===== config.mk =====
export PLATFORM = sky130hd
export DESIGN_NAME = interface_serial_medida
export DESIGN_NICKNAME = d
export VERILOG_FILES = /design/src/rtl/interface_serial_medida.sv
export SDC_FILE = /design/constraint.sdc
export NUM_CORES = 1
export LEC_CHECK = 0
export BUFFER_PORTS_ARGS = -buffer_cell sky130_fd_sc_hd__buf_2
export CAP_MARGIN = 25
export CORE_UTILIZATION = 38
export CTS_CLUSTER_SIZE = 20
export DETAILED_ROUTE_END_ITERATION = 12
export GPL_ROUTABILITY_DRIVEN = 0
export HOLD_SLACK_MARGIN = 0.12
export PLACE_DENSITY = 0.6
export SLEW_MARGIN = 20
export SYNTH_ARGS = -nofsm -noshare
export SYNTH_HDL_FRONTEND = slang
export SYNTH_SLANG_ARGS = --single-unit

===== constraint.sdc =====
create_clock -name clock -period 3.3 [get_ports clock]
set_clock_uncertainty 0.2 [all_clocks]
set_input_delay 0.165 -clock clock [delete_from_list [all_inputs] [get_ports clock]]
set_output_delay 0.165 -clock clock [all_outputs]
set_load 0.02 [all_outputs]

===== src/rtl/interface_serial_medida.sv =====
// rtl/interface_serial_medida.sv - triggered serial measurement receiver with parity/framing check and retries
module interface_serial_medida #(
    parameter int unsigned CLKS_PER_BIT   = 5208,
    parameter int unsigned DATA_BITS      = 32,
    parameter int unsigned PARITY_ODD     = 1,
    parameter int unsigned MEDIR_CYCLES   = 1000,
    parameter int unsigned TIMEOUT_CYCLES = 5_000_000,
    parameter int unsigned MAX_RETRIES    = 2
) (
    input  logic                     clock,
    input  logic                     reset,
    input  logic                     medir,
    input  logic                     rx_serial,
    output logic                     medir_out,
    output logic                     pronto_medida,
    output logic                     erro,
    output logic [DATA_BITS/2-1:0]   umidade_out,
    output logic [DATA_BITS/2-1:0]   temperatura_out,
    output logic                     ocupado,
    output logic [3:0]               db_estado
);

    localparam int unsigned HALF_BIT = CLKS_PER_BIT / 2;
    localparam logic        PAR_EXP  = (PARITY_ODD != 0);

    typedef enum logic [3:0] {
        INICIAL      = 4'd0,
        PULSO        = 4'd1,
        ESPERA_START = 4'd2,
        START        = 4'd3,
        DADOS        = 4'd4,
        PARIDADE     = 4'd5,
        STOP         = 4'd6,
        VERIFICA     = 4'd7,
        ARMAZENA     = 4'd8,
        FALHA        = 4'd9
    } estado_t;

    estado_t                estado;
    logic                   rx_meta;
    logic                   rx_sync;
    logic [31:0]            cnt;
    logic [31:0]            tmo;
    logic [31:0]            bit_idx;
    logic [31:0]            retry;
    logic [DATA_BITS-1:0]   shift;
    logic                   parity_bit;
    logic                   stop_bit;

    assign db_estado = estado;

    always_ff @(posedge clock) begin
        if (reset) begin
            estado          <= INICIAL;
            rx_meta         <= 1'b1;
            rx_sync         <= 1'b1;
            cnt             <= '0;
            tmo             <= '0;
            bit_idx         <= '0;
            retry           <= '0;
            shift           <= '0;
            parity_bit      <= 1'b0;
            stop_bit        <= 1'b0;
            medir_out       <= 1'b0;
            pronto_medida   <= 1'b0;
            erro            <= 1'b0;
            ocupado         <= 1'b0;
            umidade_out     <= '0;
            temperatura_out <= '0;
        end else begin
            rx_meta       <= rx_serial;
            rx_sync       <= rx_meta;
            pronto_medida <= 1'b0;
            erro          <= 1'b0;
            case (estado)
                INICIAL: begin
                    if (medir) begin
                        retry     <= MAX_RETRIES;
                        cnt       <= 32'd1;
                        medir_out <= 1'b1;
                        ocupado   <= 1'b1;
                        estado    <= PULSO;
                    end
                end
                PULSO: begin
                    if (cnt >= MEDIR_CYCLES) begin
                        medir_out <= 1'b0;
                        tmo       <= '0;
                        estado    <= ESPERA_START;
                    end else begin
                        cnt <= cnt + 32'd1;
                    end
                end
                ESPERA_START: begin
                    if (!rx_sync) begin
                        cnt    <= 32'd1;
                        estado <= START;
                    end else if (tmo >= TIMEOUT_CYCLES - 1) begin
                        estado <= FALHA;
                    end else begin
                        tmo <= tmo + 32'd1;
                    end
                end
                START: begin
                    // A start bit that is high again at mid-bit was a glitch; tmo keeps running.
                    if (cnt >= HALF_BIT) begin
                        cnt     <= 32'd1;
                        bit_idx <= '0;
                        estado  <= rx_sync ? ESPERA_START : DADOS;
                    end else begin
                        cnt <= cnt + 32'd1;
                    end
                end
                DADOS: begin
                    if (cnt >= CLKS_PER_BIT) begin
                        cnt   <= 32'd1;
                        shift <= {rx_sync, shift[DATA_BITS-1:1]};
                        if (bit_idx >= DATA_BITS - 1) begin
                            estado <= PARIDADE;
                        end else begin
                            bit_idx <= bit_idx + 32'd1;
                        end
                    end else begin
                        cnt <= cnt + 32'd1;
                    end
                end
                PARIDADE: begin
                    if (cnt >= CLKS_PER_BIT) begin
                        cnt        <= 32'd1;
                        parity_bit <= rx_sync;
                        estado     <= STOP;
                    end else begin
                        cnt <= cnt + 32'd1;
                    end
                end
                STOP: begin
                    if (cnt >= CLKS_PER_BIT) begin
                        stop_bit <= rx_sync;
                        estado   <= VERIFICA;
                    end else begin
                        cnt <= cnt + 32'd1;
                    end
                end
                VERIFICA: begin
                    // Outputs load on the edge into ARMAZENA so data and pulse appear together.
                    if (stop_bit && ((^shift ^ parity_bit) == PAR_EXP)) begin
                        umidade_out     <= shift[DATA_BITS-1:DATA_BITS/2];
                        temperatura_out <= shift[DATA_BITS/2-1:0];
                        pronto_medida   <= 1'b1;
                        estado          <= ARMAZENA;
                    end else begin
                        estado <= FALHA;
                    end
                end
                ARMAZENA: begin
                    ocupado <= 1'b0;
                    estado  <= INICIAL;
                end
                FALHA: begin
                    if (retry != 0) begin
                        retry     <= retry - 32'd1;
                        cnt       <= 32'd1;
                        medir_out <= 1'b1;
                        estado    <= PULSO;
                    end else begin
                        erro    <= 1'b1;
                        ocupado <= 1'b0;
                        estado  <= INICIAL;
                    end
                end
                default: begin
                    medir_out <= 1'b0;
                    ocupado   <= 1'b0;
                    estado    <= INICIAL;
                end
            endcase
        end
    end

endmodule


### Word-level counts from Yosys, hierarchy flattened

Index checks and enable logic that the tools add are counted.

* latch bits: 0
* bits of input ports: 4
* register bits after elaboration: 204
* RAM bits: 0
* ROM bits: 0
* logic and storage cells: 119
* memories kept: 0

* $lt $le $gt $ge: 5
* reductions and logical operators: 24
* divide/modulo/power cells: 0
* bitwise operators: 5
* shifts and indexed selects: 0
* equal/unequal tests: 25
* $mul: 0
* mux-type cells: 40
* add/subtract/negate cells: 4

Operators by type and width (number)
* 32-bit 2-to-1 mux: 15
* 32-bit case mux with 7 select lines: 1
* 32-bit case mux with 2 select lines: 3
* 32-bit by 1-bit adder with 32-bit output (second input constant): 3
* 4-bit 2-to-1 mux: 9
* 4-bit case mux with 9 select lines: 1
* 32-bit by 10-bit >= comparator with 1-bit output (second input constant): 1
* 32-bit by 12-bit >= comparator with 1-bit output (second input constant): 1
* 32-bit by 13-bit >= comparator with 1-bit output (second input constant): 1
* 32-bit by 23-bit >= comparator with 1-bit output (second input constant): 1
* 32-bit by 5-bit >= comparator with 1-bit output (second input constant): 1
* 32-bit nonzero test: 1
* 32-bit XOR reduction: 1
* 32-bit by 1-bit subtractor with 32-bit output (second input constant): 1
* 2-bit != test (second input constant): 15
* 4-bit by 3-bit == test with 1-bit output (second input constant): 4
* 7-bit OR reduction: 2
* 4-bit AND reduction: 3
* 4-bit by 2-bit == test with 1-bit output (second input constant): 2
* 4-bit == test (second input constant): 2
* 1-bit 2-to-1 mux: 8
* 2-bit AND reduction: 4
* 8-bit AND reduction: 1
* 7-bit nonzero test: 1
* other kinds (13): 21

### Depth between registers and ports, before layout

* word-level depth: 5
* mapped depth: 10
* depth with buffers taken out: 8

### Worst setup path after synthesis

Ideal clock, no wire load.

* kind: register to register
* start point: register estado[2] (netlist: db_estado[2])
* end point: register bit_idx[3]
* cell stages (with the launch flop): 9
* data required time: 2.970 ns
* clock period less this slack: 2.943 ns
* arrival: 2.613 ns
* slack: 0.357 ns
* cells stage by stage: dfxtp_1 or4b_1 buf_2 or4_4 a2111oi_4 o21bai_2 or3b_1 xor2_1 nor3_2

* longest elaborated chain between the ends: 3
* elaborated cells between the ends (all ways): 8
* classes of those cells: eq/ne: 5; mux: 1; reduce/logical: 2

RTL lines
* from (decl): RTL line 39 `estado_t estado;`
* from (signal assigned): RTL line 109 `estado <= rx_sync ? ESPERA_START : DADOS;`
* 4-bit by 3-bit == test with 1-bit output / 4-bit by 2-bit == test with 1-bit output (equally long branches): RTL line 75 `case (estado)`
* 2-bit != test (no source line) / 2-bit nonzero test (equally long branches)
* 4-bit AND reduction (no source line)
* to (signal assigned): RTL line 121 `bit_idx <= bit_idx + 32'd1;`
* to (decl): RTL line 44 `logic [31:0] bit_idx;`

Several ways; a longest one is shown, not always the timed one.
A chain may end at the register's enable or synchronous reset.

### Final worst setup path

* start point: register cnt[15]
* end point: register cnt[17]

* longest elaborated chain between the ends: 3
* elaborated cells between the ends (all ways): 12
* classes of those cells: add/sub: 1; order compare: 3; eq/ne: 2; mux: 5; reduce/logical: 1

RTL lines
* from (decl): RTL line 42 `logic [31:0] cnt;`
* from (signal assigned): RTL line 91 `cnt <= cnt + 32'd1;`
* from (signal assigned): RTL line 111 `cnt <= cnt + 32'd1;`
* from (signal assigned): RTL line 124 `cnt <= cnt + 32'd1;`
* 32-bit by 1-bit adder with 32-bit output, or another cell as far along
* 32-bit 2-to-1 mux, or another cell as far along: RTL line 137 `if (cnt >= CLKS_PER_BIT) begin`
* 32-bit case mux with 7 select lines / 6-bit AND reduction (equally long branches)

Several ways; a longest one is shown, not always the timed one. The select of a mux whose other input is x is not followed.

==> reports/metrics.csv <==
stage;metric;value;unit
setup_path;critical path arrival;3.31;ns
cts;Reg clk slew, reported paths;0.06;ns
timing;Final Max Slew Viols;0;
timing;Least-Margin Pin Slew;0.730;ns
final_layout;layout cells sized above 1;11.4;%
logic_synthesis;number of enable flip-flop cells after synthesis;0;
routing;WL per Instance;13.7;um
cts;clk sinks;204;
place;port bufs;43;
die;Die W;155;um
setup_path;CP Capture Type;flop;
logic_synthesis;Synth Instances;1010;
hold_path;Hold WC Path Type;flop to flop;
timing;setup TNS;0;ns
logic_synthesis;Synthesis Warnings;0;
logic_synthesis;synth unique cells;61;
routing;drt first pass iters;5;
run;max_cap viols;0;
power_and_ir_drop;Power Dens Cells;766;nW/um^2
setup_path;Worst EP required;3.54;ns
place;DP Area;9430;um^2
global_route;total track usage;15.7;%
routing;number of vias per cell;5.15;
routing;Total Wirelength;18700;um
timing;Final min period;3.07;ns
final_layout;Area Overhead vs Synth;17.1;%
cts;CTS tree;built;
die;Die Ht;155;um
timing;part of the cycle the worst path needs;93.0;%
cts;total CTS buffers;24;
timing;Achievable Freq;326;MHz
die;Core ar.;22700;um^2
die;Cell Rows;55;
cts;setup bufs post-CTS;0;
cts;Post-CTS Hold Buffers;4;
logic_synthesis;ys async rst share;0;%
cts;Max clock buf depth;3;
setup_path;CP max FO;6;
global_route;first-pass GRT wire length;31700;um
outcome;status;completed;
setup_path;Setup crit start kind;flop;
routing;Post-route DRC;0;
power_and_ir_drop;cell leakage power;4.05;nW
logic_synthesis;syn_area_per_cell;8.76;um^2
logic_synthesis;Post-Syn Nets;1020;
timing;RSZ-0062 raised after global routing;no;
logic_synthesis;ys flop type;dfxtp_1;
timing;hold slack;0.220;ns
routing;Via Count;7019;
die;Initial Util;39.0;%
die;area of the die;23900;um^2
cts;Clk Tree Root Cell;clkbuf_16;
routing;drt initial violations;433;
final_layout;Fill cells;2216;
power_and_ir_drop;maximum vdd drop;882;uV
cts;number of H-tree levels;1;
place;DP Wirelength;12500;um
global_route;grt ovf;0;
die;# IOs;44;
logic_synthesis;Yosys reg bits;204;
global_route;largest net degree at the start of global routing;39;
final_layout;diode count;0;
timing;Hold Fails Final Rpt;0;
cts;post-CTS resize count;0;
timing;Rel. slew slack;51.2;%
final_layout;Net count, final;1070;
global_route;initial antenna violation count;0;
setup_path;crit path kind;flop to flop;
hold_path;WHS Path Cells;1;
timing;final setup fails;0;
global_route;number of global-route vias before repair;6499;
setup_path;R2R depth;7;
cts;worst skew pair latency;0.51;ns
routing;Routed Antenna Nets;0;
logic_synthesis;Syn Std Cell Area;8850;um^2
final_layout;Final Instance Area;10400;um^2
logic_synthesis;sequential area share after synthesis;46.1;%
Yosys cell counts (6+ instances only):
cell	n	area share, %
clkbuf_1	41	1.7
nor3_1	30	1.7
nor4_1	31	2.2
mux2i_1	37	4.2
and3_1	19	1.3
and2_1	31	2.2
ha_1	6	0.85
dfxtp_1	204	46
o21a_1	17	1.4
nand2_1	80	3.4
a21oi_1	57	3.2
nand4_1	21	1.5
xnor2_1	60	5.9
o21ai_0	44	2.5
xor2_1	31	3.1
nor2_1	145	6.1
inv_1	21	0.89
or4_1	6	0.51
nand3_1	32	1.8
cell type report:
class | instances | area, um^2 | share of cell area, %
clock buffers | 33 | 706 | 6.81
repair buffers | 69 | 430 | 4.15
well taps | 285 | 357 | 3.44
clock inverters | 10 | 175 | 1.69
inverters | 21 | 78.8 | 0.760
flip-flops and latches | 204 | 4080 | 39.4
multi-input cells | 740 | 4540 | 43.8
routing by layer:
| layer | share of wire (%) | GRT usage, % |
|---|---|---|
| met5 | 0 | 0 |
| met4 | 1.9 | 4.05 |
| met3 | 3.6 | 2.80 |
| met2 | 43 | 24.0 |
| met1 | 52 | 22.8 |
power by group:
group	internal (mW)	leakage, nW	switching, mW	total [mW]
registers	2.67	1.65	0.187	2.86
logic	0.867	1.97	1.34	2.20
clock network	1.88	0.438	1.00	2.88
worst max-delay path, cell delays in order, from the launching register on:
cell and delay, ns:
dfxtp_1 0.34, nor4_1 0.49, nand2_1 0.18, o31a_1 0.42
a311oi_1 0.47, nand2_1 0.23, or4_1 0.54, a21oi_1 0.15
path summary, 6_finish.rpt:
path | startpoint | end | slack [ns]
setup reg to reg | cnt[15] | cnt[17] | 0.23
hold / removal | rx_meta | rx_sync | 0.22
setup / recovery | cnt[15] | cnt[17] | 0.23
hold reg to reg | rx_meta | rx_sync | 0.22
cells in the final DEF, fill, tap and decap left out, types with 19 or more instances in the layout:
cell / netlist / routed
a21oi_1: 57 / 57
and2_1: 31 / 31
and3_1: 19 / 19
buf_2: 4 / 44
buf_4: 0 / 20
clkbuf_16: 0 / 25
dfxtp_1: 204 / 204
inv_1: 21 / 21
mux2i_1: 37 / 36
nand2_1: 80 / 80
nand3_1: 32 / 32
nand4_1: 21 / 21
nor2_1: 145 / 144
nor3_1: 30 / 30
nor4_1: 31 / 31
o21ai_0: 44 / 44
xnor2_1: 60 / 60
xor2_1: 31 / 31
kinds of logic after synthesis:
logic type / after synthesis / share of synthesized area, %
simple gates: 442 / 24.9
flops: 204 / 46.1
compound gates: 162 / 11.5
xor+xnor: 93 / 9.51
buf+inv: 66 / 2.86
mux: 37 / 4.18
fa+ha+maj: 6 / 0.848
stage by stage:
stage	util [%]	power (mW)	setup WS (ns)	std cells
finish	45.7	7.94	0.232	1362
global route	45.7	8.44	0.0417	1362
CTS	45.6	8.01	0.277	1360
detailed placement	41.5	5.08	0.309	1313
global placement	41.5	5.07	0.243	1313
floorplan	-	4.53	0.357	1010
sequential cells by signal, indices dropped and copies added, names as in the netlist:
| signal | flops |
|---|---|
| bit_idx | 32 |
| tmo | 32 |
| cnt | 32 |
| umidade_out | 16 |
| stop_bit | 1 |
| shift | 32 |
| parity_bit | 1 |
| pronto_medida | 1 |
| temperatura_out | 16 |
| rx_sync | 1 |
| medir_out | 1 |
| erro | 1 |
| db_estado | 4 |
| rx_meta | 1 |
| ocupado | 1 |
| retry | 32 |
(Power assumes the default switching activity.)
